<file path="src/rtl/handshake_pkg.sv">
// Shared constants for the handshake constant checker: FIFO depth, error counter width,
// and a saturating increment helper.
package handshake_pkg;

   localparam int unsigned FifoDepth   = 2;
   localparam int unsigned ErrCntWidth = 16;
   localparam int unsigned PtrWidth    = $clog2(FifoDepth);
   localparam int unsigned OccWidth    = $clog2(FifoDepth + 1);

   function automatic logic [ErrCntWidth-1:0] sat_inc(input logic [ErrCntWidth-1:0] val);
      return (&val) ? val : val + ErrCntWidth'(1);
   endfunction

endpackage

</file>
<file path="src/rtl/handshake_fifo2.sv">
// Two-entry valid/ready FIFO. push_ready_o comes from registered occupancy only, so a full FIFO
// does not accept a new token in the same cycle as a pop.
module handshake_fifo2
   import handshake_pkg::*;
#(
   parameter int unsigned DATA_WIDTH = 32
) (
   input  logic                  clk_i,
   input  logic                  rst_ni,
   input  logic [DATA_WIDTH-1:0] push_data_i,
   input  logic                  push_valid_i,
   output logic                  push_ready_o,
   output logic [DATA_WIDTH-1:0] pop_data_o,
   output logic                  pop_valid_o,
   input  logic                  pop_ready_i
);

   logic [DATA_WIDTH-1:0] mem_q [FifoDepth];
   logic [PtrWidth-1:0]   wr_ptr_q, wr_ptr_d;
   logic [PtrWidth-1:0]   rd_ptr_q, rd_ptr_d;
   logic [OccWidth-1:0]   occ_q, occ_d;
   logic                  push, pop;

   assign push_ready_o = (occ_q < OccWidth'(FifoDepth));
   assign pop_valid_o  = (occ_q != '0);
   assign pop_data_o   = mem_q[rd_ptr_q];

   assign push = push_valid_i && push_ready_o;
   assign pop  = pop_valid_o && pop_ready_i;

   always_comb begin
      wr_ptr_d = wr_ptr_q;
      rd_ptr_d = rd_ptr_q;
      occ_d    = occ_q;
      if (push) begin
         wr_ptr_d = wr_ptr_q + PtrWidth'(1);
      end
      if (pop) begin
         rd_ptr_d = rd_ptr_q + PtrWidth'(1);
      end
      if (push && !pop) begin
         occ_d = occ_q + OccWidth'(1);
      end else if (pop && !push) begin
         occ_d = occ_q - OccWidth'(1);
      end
   end

   always_ff @(posedge clk_i) begin
      if (!rst_ni) begin
         wr_ptr_q <= '0;
         rd_ptr_q <= '0;
         occ_q    <= '0;
      end else begin
         wr_ptr_q <= wr_ptr_d;
         rd_ptr_q <= rd_ptr_d;
         occ_q    <= occ_d;
      end
   end

   // Storage needs no reset: occupancy alone decides what is valid.
   always_ff @(posedge clk_i) begin
      if (push) begin
         mem_q[wr_ptr_q] <= push_data_i;
      end
   end

endmodule

</file>
<file path="src/rtl/handshake_const_check.sv">
// Buffers tokens in a 2-entry FIFO, forwards each as a dataless control token and counts those
// that differ from CONST_VALUE. Define HANDSHAKE_CONST_CHECK_DROP_EN to drop mismatching tokens.
module handshake_const_check
   import handshake_pkg::*;
#(
   parameter int unsigned DATA_WIDTH  = 32,
   parameter int unsigned CONST_VALUE = 17
) (
   input  logic                   clk,
   input  logic                   rst,
   input  logic [DATA_WIDTH-1:0]  ins,
   input  logic                   ins_valid,
   output logic                   ins_ready,
   output logic                   ctrl_valid,
   input  logic                   ctrl_ready,
   output logic                   mismatch,
   output logic [ErrCntWidth-1:0] err_count
);

   localparam logic [DATA_WIDTH-1:0] ConstTok = DATA_WIDTH'(CONST_VALUE);

   logic [DATA_WIDTH-1:0]  head_data;
   logic                   head_valid;
   logic                   head_match;
   logic                   head_pop_req;
   logic                   depart;
   logic                   mismatch_q, mismatch_d;
   logic [ErrCntWidth-1:0] err_cnt_q, err_cnt_d;

   handshake_fifo2 #(
      .DATA_WIDTH (DATA_WIDTH)
   ) u_fifo (
      .clk_i        (clk),
      .rst_ni       (rst),
      .push_data_i  (ins),
      .push_valid_i (ins_valid),
      .push_ready_o (ins_ready),
      .pop_data_o   (head_data),
      .pop_valid_o  (head_valid),
      .pop_ready_i  (head_pop_req)
   );

   assign head_match = (head_data == ConstTok);

`ifdef HANDSHAKE_CONST_CHECK_DROP_EN
   // A mismatching head leaves on its own, whatever ctrl_ready does.
   assign ctrl_valid   = head_valid && head_match;
   assign head_pop_req = ctrl_ready || !head_match;
`else
   assign ctrl_valid   = head_valid;
   assign head_pop_req = ctrl_ready;
`endif

   assign depart = head_valid && head_pop_req;

   always_comb begin
      mismatch_d = mismatch_q;
      err_cnt_d  = err_cnt_q;
      if (depart && !head_match) begin
         mismatch_d = 1'b1;
         err_cnt_d  = sat_inc(err_cnt_q);
      end
   end

   always_ff @(posedge clk) begin
      if (!rst) begin
         mismatch_q <= 1'b0;
         err_cnt_q  <= '0;
      end else begin
         mismatch_q <= mismatch_d;
         err_cnt_q  <= err_cnt_d;
      end
   end

   assign mismatch  = mismatch_q;
   assign err_count = err_cnt_q;

endmodule

</file>
<file path="config.mk">
export PLATFORM = sky130hd
export DESIGN_NAME = handshake_const_check
export DESIGN_NICKNAME = d
export VERILOG_FILES = /design/src/rtl/handshake_pkg.sv /design/src/rtl/handshake_fifo2.sv /design/src/rtl/handshake_const_check.sv
export SDC_FILE = /design/constraint.sdc
export NUM_CORES = 1
export LEC_CHECK = 0
export ABC_AREA = 1
export BUFFER_PORTS_ARGS = -buffer_cell sky130_fd_sc_hd__buf_2
export CAP_MARGIN = 20
export CORE_AREA = 2 2 107 109
export DETAILED_ROUTE_END_ITERATION = 7
export DIE_AREA = 0 0 109 111
export REMOVE_ABC_BUFFERS = 1
export SLEW_MARGIN = 5
export SYNTH_ARGS = -nofsm -noshare
export SYNTH_HDL_FRONTEND = slang
export SYNTH_SLANG_ARGS = --single-unit
export TNS_END_PERCENT = 50
</file>
<file path="constraint.sdc">
create_clock -name clk -period 7.05 [get_ports clk]
set_input_delay 0.705 -clock clk [delete_from_list [all_inputs] [get_ports clk]]
set_output_delay 0.705 -clock clk [all_outputs]
set_load 0.01 [all_outputs]
</file>
==> results of run 1 <==
## cell type report
type	instances	area share, %
clock buffers	9	5.31
multi-input cells	199	22.4
clock inverters	6	2.21
inverters	38	3.42
repair buffers	56	6.73
well taps	143	4.22
flip-flops and latches	86	55.7
## worst max-delay path, stage by stage (launching register included)
cell and delay, ns:
dfxtp_1 0.59, inv_4 0.12, nor2_2 0.11, nand3_1 0.07, nand2_1 0.10, nand2_1 0.07, nor2_2 0.11, nand2_2 0.30
nand3_2 0.28, nand2_1 0.10, a21oi_1 0.14
## power breakdown
part / internal (µW) / total (µW) / switching (µW)
Combinational: 54.7 / 180 / 126
Sequential: 628 / 656 / 27.7
Clock: 312 / 503 / 191
Total: 995 / 1340 / 344
## per-layer routing
metal	GRT usage (%)	routed length, µm	vias to the layer above
li1	-	-	1230
met1	14.9	3130	1113
met2	19.5	3270	62
met3	4.29	466	4
met4	2.91	39	0
met5	0	0	-
## worst max path at each step
stage,endpoint,cells after the start
floorplan,u_fifo.mem_q[1][0],2
global route,err_count[4],10
CTS,err_count[15],10
detailed placement,err_count[15],10
finish,err_count[15],10
global placement,err_count[0],11
## cell families after synthesis
kind of cell / Yosys count
xor gates and xnor gates: 5
and+or+nand+nor: 175
adders and majority gates: 2
AOI/OAI and AO/OA: 17
DFF: 86
buffers and inverters: 45
## per-stage QoR
stage	utilization, %	power, µW
final	38.3	1340
after global routing	38.3	1410
after CTS	38.3	1360
after detailed placement	35.4	851
after global placement	35.4	846
after floorplan	-	781
## registers in the layout, indices dropped and copies added, names as in the netlist, named ones only
signal,flops
u_fifo.wr_ptr_q,1
u_fifo.mem_q,64
u_fifo.occ_q,2
mismatch,1
err_count,16
u_fifo.rd_ptr_q,1
## cells in the final DEF (no fill, tap or decap), drive strengths merged
cell type,synthesis,final
nor2,62,62
nor4,1,1
nand2,66,66
clkinvlp,0,1
nor3,2,2
bufinv,0,2
dfxtp,22,22
ha,2,2
nand3b,9,9
inv,38,41
nand4,18,18
nand3,17,17
xor2,3,3
xnor2,2,2
buf,6,56
edfxtp,64,64
o21ai,5,5
a21oi,12,12
clkbuf,1,9
==> flow_metrics.env, run 1 <==
export IMPL_status="complete, no violations"
export IMPL_place_hpwl_mm=4.78
export IMPL_slew_headroom_pct=64.5
export IMPL_ant_nets=0
export IMPL_worstHoldEndpoint="u_fifo.rd_ptr_q"
export IMPL_initial_core_util_pct=31.6
export IMPL_synth_adder_area_share_pct=0.714
export IMPL_via_per_inst=4.49
export IMPL_crit_arrival_ns=2.32
export IMPL_setup_viol=0
export IMPL_synth_most_common_cell="nand2_1"
export IMPL_multi_input_area_um2=950
export IMPL_hp_class="flip-flop to flip-flop"
export IMPL_synthXorXnorAreaFrac_pct=1.25
export IMPL_dpl_cell_area_um2=3920
export IMPL_post_drt_wl_per_cell_um=12.9
export IMPL_synth_compound_area_share_pct=2.43
export IMPL_holdPathStages=1
export IMPL_vdd_drop_max_mv=0.141
export IMPL_io_pins=55
export IMPL_synth_top_area_cell="edfxtp_1"
export IMPL_hold_buffers=0
export IMPL_port_buffers=54
export IMPL_clock_sinks=86
export IMPL_clk_latency_ns=0.33
export IMPL_synth_seq_cells=86
export IMPL_worstSetupEndpointType="flip-flop"
export IMPL_slew_viol_final=0
export IMPL_std_cell_rows=39
export IMPL_synth_edf_count=64
export IMPL_period_share_pct=29.3
export IMPL_postSynthAreaPerCell_um2=10.6
export IMPL_clk_pin_slew_ns=0.06
export IMPL_grt_pass1_vias=2405
export IMPL_dp_cells=522
export IMPL_drtIter0Drc=172
export IMPL_htree_num_levels=3
export IMPL_max_freq_mhz=484
export IMPL_crit_fanout=25
export IMPL_syn_area_um2=3500
export IMPL_track_usage_pct=11.9
export IMPL_fin_area_um2=4240
export IMPL_hold_path_startpoint="u_fifo.rd_ptr_q"
export IMPL_p_per_area_nw_per_um2=316
export IMPL_areaGrowthSynthToFinish_pct=21.0
export IMPL_setup_tns_ns=0
export IMPL_cts_made_buffers=9
export IMPL_grt_max_degree=33
export IMPL_die_w_um=109
export IMPL_drv_cap=0
export IMPL_drc_errors=0
export IMPL_wirelength_mm=6.91
export IMPL_synthDistinctLibCells=25
export IMPL_synthCells=330
export IMPL_skew_ns=0.00739
export IMPL_synth_mux_area_share_pct=0
export IMPL_tightestPinTransition_ns=0.532
export IMPL_cts_tree="done"
export IMPL_ys_seq_area_share_pct=67.4
export IMPL_worstPathRequired_ns=7.31
export IMPL_grt_antenna_before_repair=0
export IMPL_vias=2409
export IMPL_instances_no_fill=537
export IMPL_post_route_min_period_ns=2.07
export IMPL_first_pass_iters=4
export IMPL_dieArea_um2=12100
export IMPL_rr_endpoint="err_count[15]"
export IMPL_synth_warnings=0
export IMPL_criticalPathCategory="flip-flop to flip-flop"
export IMPL_r2r_setup_slack_ns=4.98
export IMPL_drive_above_1_share_pct=21.3
export IMPL_nFillCells=1098
export IMPL_yosys_top_cells_area="edfxtp_1 55%, dfxtp_1 13%, nand2_1 7.0%, nor2_1 6.0%, inv_1 3.9%"
export IMPL_diodes=0
export IMPL_synth_top_family_by_area="simple AND/OR/NAND/NOR gates"
export IMPL_chipHeight_um=111
export IMPL_cts_root_buf="clkbuf_16"
export IMPL_core_um2=11100
export IMPL_finalHoldViolCount=0
export IMPL_rsz0062_at_grt="false"
export IMPL_setup_ws_ns=4.98
export IMPL_cp_start_kind="flip-flop"
export IMPL_cts_setup_buffers=0
export IMPL_synth_common_cells="65 x nand2_1, 64 x edfxtp_1, 56 x nor2_1"
export IMPL_async_flop_share_pct=0
export IMPL_leakage_uw=0.00173
export IMPL_clockBufferDepth=2
export IMPL_grt_ovfl_total=0
export IMPL_synth_simple_gate_area_share_pct=22.6
export IMPL_ctsResizeCount=0
export IMPL_gp_congestion=0.820
export IMPL_yosysTopAreaCellShare_pct=54.9
export IMPL_place_ws_ns=4.98
export IMPL_final_nets=428
export IMPL_ys_flop_type="edfxtp_1"
export IMPL_reg2reg_depth=10
export IMPL_holdWs_ns=0.461
export IMPL_grt_pass1_wl_mm=11.1
export IMPL_regArea_um2=2360
No activity file was read; power rests on OpenSTA's default activity.
==> run 2, diff against run 1 <==
Clock period 7.05 ns to 2 ns, I/O delays scaled along.
==> flow_metrics.env, run 2 (same netlist as run 1, synthesis figures left out) <==
export IMPL_cts_setup_buffers=0
export IMPL_grt_pass1_vias=2322
export IMPL_critPathBufInv=0
export IMPL_ant_nets=0
export IMPL_dieArea_um2=12100
export IMPL_final_cell_mix="65 x nand2_1, 64 x edfxtp_1, 54 x nor2_1, 54 x buf_2, 36 x inv_1"
export IMPL_clk_latency_ns=0.33
export IMPL_via_per_inst=4.42
export IMPL_nFillCells=1082
export IMPL_finalHoldViolCount=0
export IMPL_slew_headroom_pct=65.0
export IMPL_track_usage_pct=11.9
export IMPL_critPathLaunch="err_count[0]"
export IMPL_crit_chain="ha_1 > nand2_1 > nor2_1 > nand2_1 > nor3_1 > nand4_1 > nand2_1 > nor2_1"
export IMPL_vdd_drop_max_mv=0.457
export IMPL_crit_cells=8
export IMPL_drv_cap=0
export IMPL_htree_num_levels=3
export IMPL_initial_core_util_pct=31.6
export IMPL_status="complete, no violations"
export IMPL_grt_antenna_before_repair=0
export IMPL_post_drt_wl_per_cell_um=12.6
export IMPL_top_register="u_fifo.mem_q"
export IMPL_drc_errors=0
export IMPL_core_um2=11100
export IMPL_worstSetupEndpointType="flip-flop"
export IMPL_cts_made_buffers=9
export IMPL_hp_class="input pin to flip-flop"
export IMPL_r2r_setup_slack_ns=0.31
export IMPL_worst_setup_path_endpoint="err_count[12]"
export IMPL_diodes=0
export IMPL_io_pins=55
export IMPL_wirelength_mm=6.88
export IMPL_chipHeight_um=111
export IMPL_cts_tree="done"
export IMPL_leakage_uw=0.00178
export IMPL_holdWs_ns=0.0515
export IMPL_cp_start_kind="flip-flop"
export IMPL_gp_congestion=0.867
export IMPL_drive_above_1_share_pct=23.3
export IMPL_reg2reg_depth=8
export IMPL_place_ws_ns=0.187
export IMPL_rsz0062_at_grt="false"
export IMPL_drtIter0Drc=105
export IMPL_fin_util_pct=39.0
export IMPL_areaGrowthSynthToFinish_pct=23.5
export IMPL_period_share_pct=84.4
export IMPL_critical_path_top_delay_family="simple AND/OR/NAND/NOR gates"
export IMPL_dp_cells=530
export IMPL_rr_endpoint="err_count[12]"
export IMPL_cts_root_buf="clkbuf_16"
export IMPL_crit_arrival_ns=1.89
export IMPL_p_per_area_nw_per_um2=1100
export IMPL_worstPathRequired_ns=2.21
export IMPL_max_stage_delay_ns=0.39
export IMPL_crit_fanout=4
export IMPL_grt_max_degree=33
export IMPL_skew_ns=0.00678
export IMPL_setup_viol=0
export IMPL_setup_tns_ns=0
export IMPL_clockBufferDepth=2
export IMPL_crit_top_cell="nand2_1"
export IMPL_vias=2415
export IMPL_first_pass_iters=6
export IMPL_grt_ovfl_total=0
export IMPL_std_cell_rows=39
export IMPL_final_nets=436
export IMPL_reg2reg_from="err_count[0]"
export IMPL_max_freq_mhz=592
export IMPL_final_common_cell="nand2_1"
export IMPL_clock_sinks=86
export IMPL_grt_pass1_wl_mm=10.9
export IMPL_place_hpwl_mm=4.86
export IMPL_largest_register_ff_count=64
export IMPL_slew_viol_final=0
export IMPL_criticalPathCategory="flip-flop to flip-flop"
export IMPL_post_route_min_period_ns=1.69
export IMPL_die_w_um=109
export IMPL_crit_slowest_cell="dfxtp_1"
export IMPL_tightestPinTransition_ns=0.525
export IMPL_instances_no_fill=546
export IMPL_port_buffers=54
export IMPL_setup_ws_ns=0.312
export IMPL_clk_pin_slew_ns=0.07
[run 2: changes by cell type in the layout (fill, tap and decap cells not counted), sizes merged]
cell,previous run,this run
clkinv,0,2
buf,56,64
clkinvlp,1,0
[run 2: worst min path at each step]
stage,from,endpoint,slack [ns],cells past startpoint
final,ins[5],u_fifo.mem_q[1][5],0.05,1
after global routing,ins[9],u_fifo.mem_q[1][9],0.03,1
after CTS,ins[9],u_fifo.mem_q[1][9],0.04,1
after detailed placement,ins[16],u_fifo.mem_q[1][16],0.39,1
after global placement,ins[19],u_fifo.mem_q[1][19],0.39,1
after floorplan,ins[0],u_fifo.mem_q[0][0],0.30,0
[run 2: power by group]
| part | total, µW | switching, µW | leakage (µW) | internal, µW |
|---|---|---|---|---|
| clock network | 1800 | 684 | 0.000164 | 1110 |
| registers | 2310 | 99.4 | 0.000775 | 2210 |
| logic | 661 | 450 | 0.000840 | 211 |
| total | 4770 | 1230 | 0.00178 | 3540 |
[run 2: timing repair]
| item | CTS | global route |
|---|---|---|
| endpoints found under the setup margin | 0 | 5 |
| resized for setup | 0 | 1 |
| hold buffers | 0 | 0 |
[run 2: cell type report]
cell class                      count  area (µm²)  area share [%]
Clock buffer                        9         225            5.21
Clock inverter                      7         105            2.43
Tap cell                          143         179            4.14
Multi-Input combinational cell    199         950            22.0
Inverter                           38         145            3.36
Timing Repair Buffer               64         358            8.27
Sequential cell                    86        2360            54.6
[run 2: metal layers]
metal	track usage (%)	up-vias	wire (µm)
li1	-	1245	-
met1	15.2	1104	3190
met2	18.7	57	3230
met3	3.94	9	384
met4	4.19	0	80
met5	0	-	0
[run 2: worst register-to-register path, delay by kind of cell, from the launching register on]
kind                       cells  cell delay (ns)
and+or+nand+nor                7             0.97
DFF                            1             0.39
adders and majority gates      1             0.21
[run 2: metrics by stage]
| stage | total power, µW | cell area (µm²) |
|---|---|---|
| global route | 5020 | 4330 |
| global placement | 3010 | 3990 |
| finish | 4770 | 4330 |
| floorplan | 2750 | 3450 |
| detailed placement | 3030 | 3990 |
| CTS | 4840 | 4320 |
==> run 3, diff against run 2 <==
Settings changed: ABC_AREA 1 to 0, CORE_AREA 2 2 107 109 to 2 2 101 103, DIE_AREA 0 0 109 111 to 0 0 103 105.
Clock period 2 ns to 1.4 ns, I/O delays scaled along.
==> flow_metrics.env, run 3 <==
export IMPL_status="finished, violations left"
export IMPL_violations="negative setup slack"
export IMPL_r2r_setup_slack_ns=-0.51
export IMPL_core_um2=9640
export IMPL_max_stage_delay_ns=0.42
export IMPL_ys_seq_area_share_pct=75.2
export IMPL_grt_antenna_before_repair=0
export IMPL_drive_above_1_share_pct=46.9
export IMPL_worstSetupEndpointType="flip-flop"
export IMPL_yosysTopAreaCellShare_pct=61.1
export IMPL_cts_root_buf="clkbuf_8"
export IMPL_initial_core_util_pct=32.6
export IMPL_dieArea_um2=10800
export IMPL_postSynthAreaPerCell_um2=14.8
export IMPL_clk_latency_ns=0.35
export IMPL_grt_ovfl_total=0
export IMPL_max_freq_mhz=524
export IMPL_drv_cap=0
export IMPL_yosys_top_cells_area="edfxtp_1 61%, dfxtp_1 14%, nor4_1 3.0%, xnor2_1 2.0%, nor2_1 1.9%"
export IMPL_cp_start_kind="flip-flop"
export IMPL_critical_path_top_delay_family="simple AND/OR/NAND/NOR gates"
export IMPL_synth_edf_count=64
export IMPL_synthDistinctLibCells=38
export IMPL_worst_setup_path_endpoint="err_count[7]"
export IMPL_post_route_min_period_ns=1.91
export IMPL_synth_seq_cells=86
export IMPL_hp_class="input pin to flip-flop"
export IMPL_clock_sinks=86
export IMPL_nFillCells=870
export IMPL_worstPathRequired_ns=1.68
export IMPL_critPathBufInv=1
export IMPL_diodes=0
export IMPL_top_register="u_fifo.mem_q"
export IMPL_grt_pass1_vias=2357
export IMPL_synth_common_cells="64 x edfxtp_1, 22 x dfxtp_1, 16 x nor2_1"
export IMPL_std_cell_rows=36
export IMPL_clockBufferDepth=2
export IMPL_critPathLaunch="u_fifo.mem_q[1][4]"
export IMPL_ant_nets=0
export IMPL_clk_pin_slew_ns=0.09
export IMPL_final_common_cell="edfxtp_1"
export IMPL_cts_made_buffers=9
export IMPL_areaGrowthSynthToFinish_pct=52.5
export IMPL_regArea_um2=2360
export IMPL_syn_area_um2=3140
export IMPL_vias=2283
export IMPL_port_buffers=54
export IMPL_rsz0062_at_grt="true"
export IMPL_tightestPinTransition_ns=0.360
export IMPL_final_cell_mix="64 x edfxtp_1, 54 x buf_2, 36 x buf_4, 32 x dlygate4sd3_1, 20 x dfxtp_1"
export IMPL_synth_most_common_cell="edfxtp_1"
export IMPL_slew_headroom_pct=75.8
export IMPL_gp_congestion=0.787
export IMPL_leakage_uw=0.00174
export IMPL_htree_num_levels=3
export IMPL_chipHeight_um=105
export IMPL_first_pass_iters=4
export IMPL_skew_ns=0.00694
export IMPL_criticalPathCategory="flip-flop to flip-flop"
export IMPL_track_usage_pct=13.8
export IMPL_cts_tree="done"
export IMPL_vdd_drop_max_mv=0.668
export IMPL_final_nets=393
export IMPL_grt_max_degree=33
export IMPL_post_drt_wl_per_cell_um=14.6
export IMPL_synth_top_area_cell="edfxtp_1"
export IMPL_via_per_inst=4.63
export IMPL_crit_cells=7
export IMPL_synthCells=212
export IMPL_setup_ws_ns=-0.508
export IMPL_async_flop_share_pct=0
export IMPL_period_share_pct=136
export IMPL_reg2reg_depth=7
export IMPL_drc_errors=0
export IMPL_largest_register_ff_count=64
export IMPL_multi_input_area_um2=1000
export IMPL_io_pins=55
export IMPL_crit_slowest_cell="or3_4"
export IMPL_die_w_um=103
export IMPL_synth_warnings=0
export IMPL_slew_viol_final=0
export IMPL_place_hpwl_mm=4.28
export IMPL_setup_tns_ns=-9.12
export IMPL_p_per_area_nw_per_um2=1350
export IMPL_drtIter0Drc=70
export IMPL_setup_viol=51
export IMPL_crit_arrival_ns=2.19
export IMPL_rr_endpoint="err_count[7]"
export IMPL_crit_chain="nor4b_2 > nand2_1 > nor4_2 > buf_4 > or3_4 > or4_1 > a21oi_1"
export IMPL_ys_flop_type="edfxtp_1"
export IMPL_grt_pass1_wl_mm=11.3
export IMPL_reg2reg_from="u_fifo.mem_q[1][4]"
export IMPL_wirelength_mm=7.22
export IMPL_finalHoldViolCount=0
export IMPL_fin_util_pct=49.7
export IMPL_crit_fanout=8
-- run 3: cell types whose count changed after synthesis, moves of 3 or more --
cell	delta
nand3_1	-7
nor4b_1	+3
nand2_1	-59
nand3b_1	-7
xnor2_1	+5
inv_1	-31
nand4_1	-11
nor2_1	-40
nor4_1	+14
nor2_2	-6
or3_2	+6
-- run 3: kinds of logic (layout without fill, tap and decap cells) --
| group | Yosys count | after routing | share of synthesized area (%) |
|---|---|---|---|
| XOR/XNOR | 9 | 9 | 2.51 |
| adder cells (fa/ha/maj) | 2 | 2 | 0.796 |
| AO/OA/AOI/OAI | 22 | 22 | 4.18 |
| flip-flops | 86 | 86 | 75.2 |
| buffers and inverters | 8 | 155 | 1.23 |
| AND/OR/NAND/NOR | 85 | 86 | 16.1 |
-- run 3: per-layer routing --
metal | part of all wire, % | up-vias | track usage (%)
li1 | - | 1110 | -
met1 | 42 | 1093 | 16.8
met2 | 52 | 68 | 23.4
met3 | 4.4 | 12 | 4.08
met4 | 1.9 | 0 | 4.32
met5 | 0 | - | 0
-- run 3: cell type report --
cell class	instances	area share [%]
clock buffer	9	2.58
clock inverter	7	1.20
inverter	5	0.444
multi-input combinational	119	20.9
sequential	86	49.3
tap	133	3.47
timing repair buffer	134	22.0
-- run 3: worst min path at each step --
stage                     startpoint                   to  cells after the start
final                            rst        err_count[13]                      3
after global routing             rst        err_count[13]                      3
after CTS                        rst        err_count[13]                      3
after detailed placement     ins[20]  u_fifo.mem_q[1][20]                      1
after global placement       ins[21]  u_fifo.mem_q[0][21]                      1
after floorplan               ins[0]   u_fifo.mem_q[0][0]                      0
-- run 3: worst register-to-register path, delay by kind of cell, from the launching register on --
family,cells,cell delay (ns)
compound gates,1,0.16
buf+inv,1,0.16
flops,1,0.37
simple gates,5,1.17
-- run 3: power by group --
group / internal [µW] / total (µW) / switching (µW)
registers: 3170 / 3340 / 171
logic: 805 / 1500 / 696
clock network: 671 / 1640 / 967
-- run 3: stage by stage --
step           instances  hold slack, ns  setup slack [ns]  instance area, µm²  power, µW
2_1_floorplan        209           0.239             -1.05                3120       3820
3_3_place_gp         430           0.328            -0.599                3840       4230
3_5_place_dp         430           0.333            -0.635                3840       4270
4_1_cts              487          0.0728            -0.460                4680       6380
5_1_grt              493          0.0891            -0.647                4790       6770
6_report             493          0.0773            -0.508                4790       6480
-- run 3: what timing repair did --
item / CTS / global route
setup endpoints to repair: 83 / 68
gates resized for setup: 54 / 15
pin swaps: 28 / 27
hold buffers: 32 / 0
endpoints found under the hold margin: 64 / 0
buffers inserted: 6 / 8
gates cloned: 3 / 0
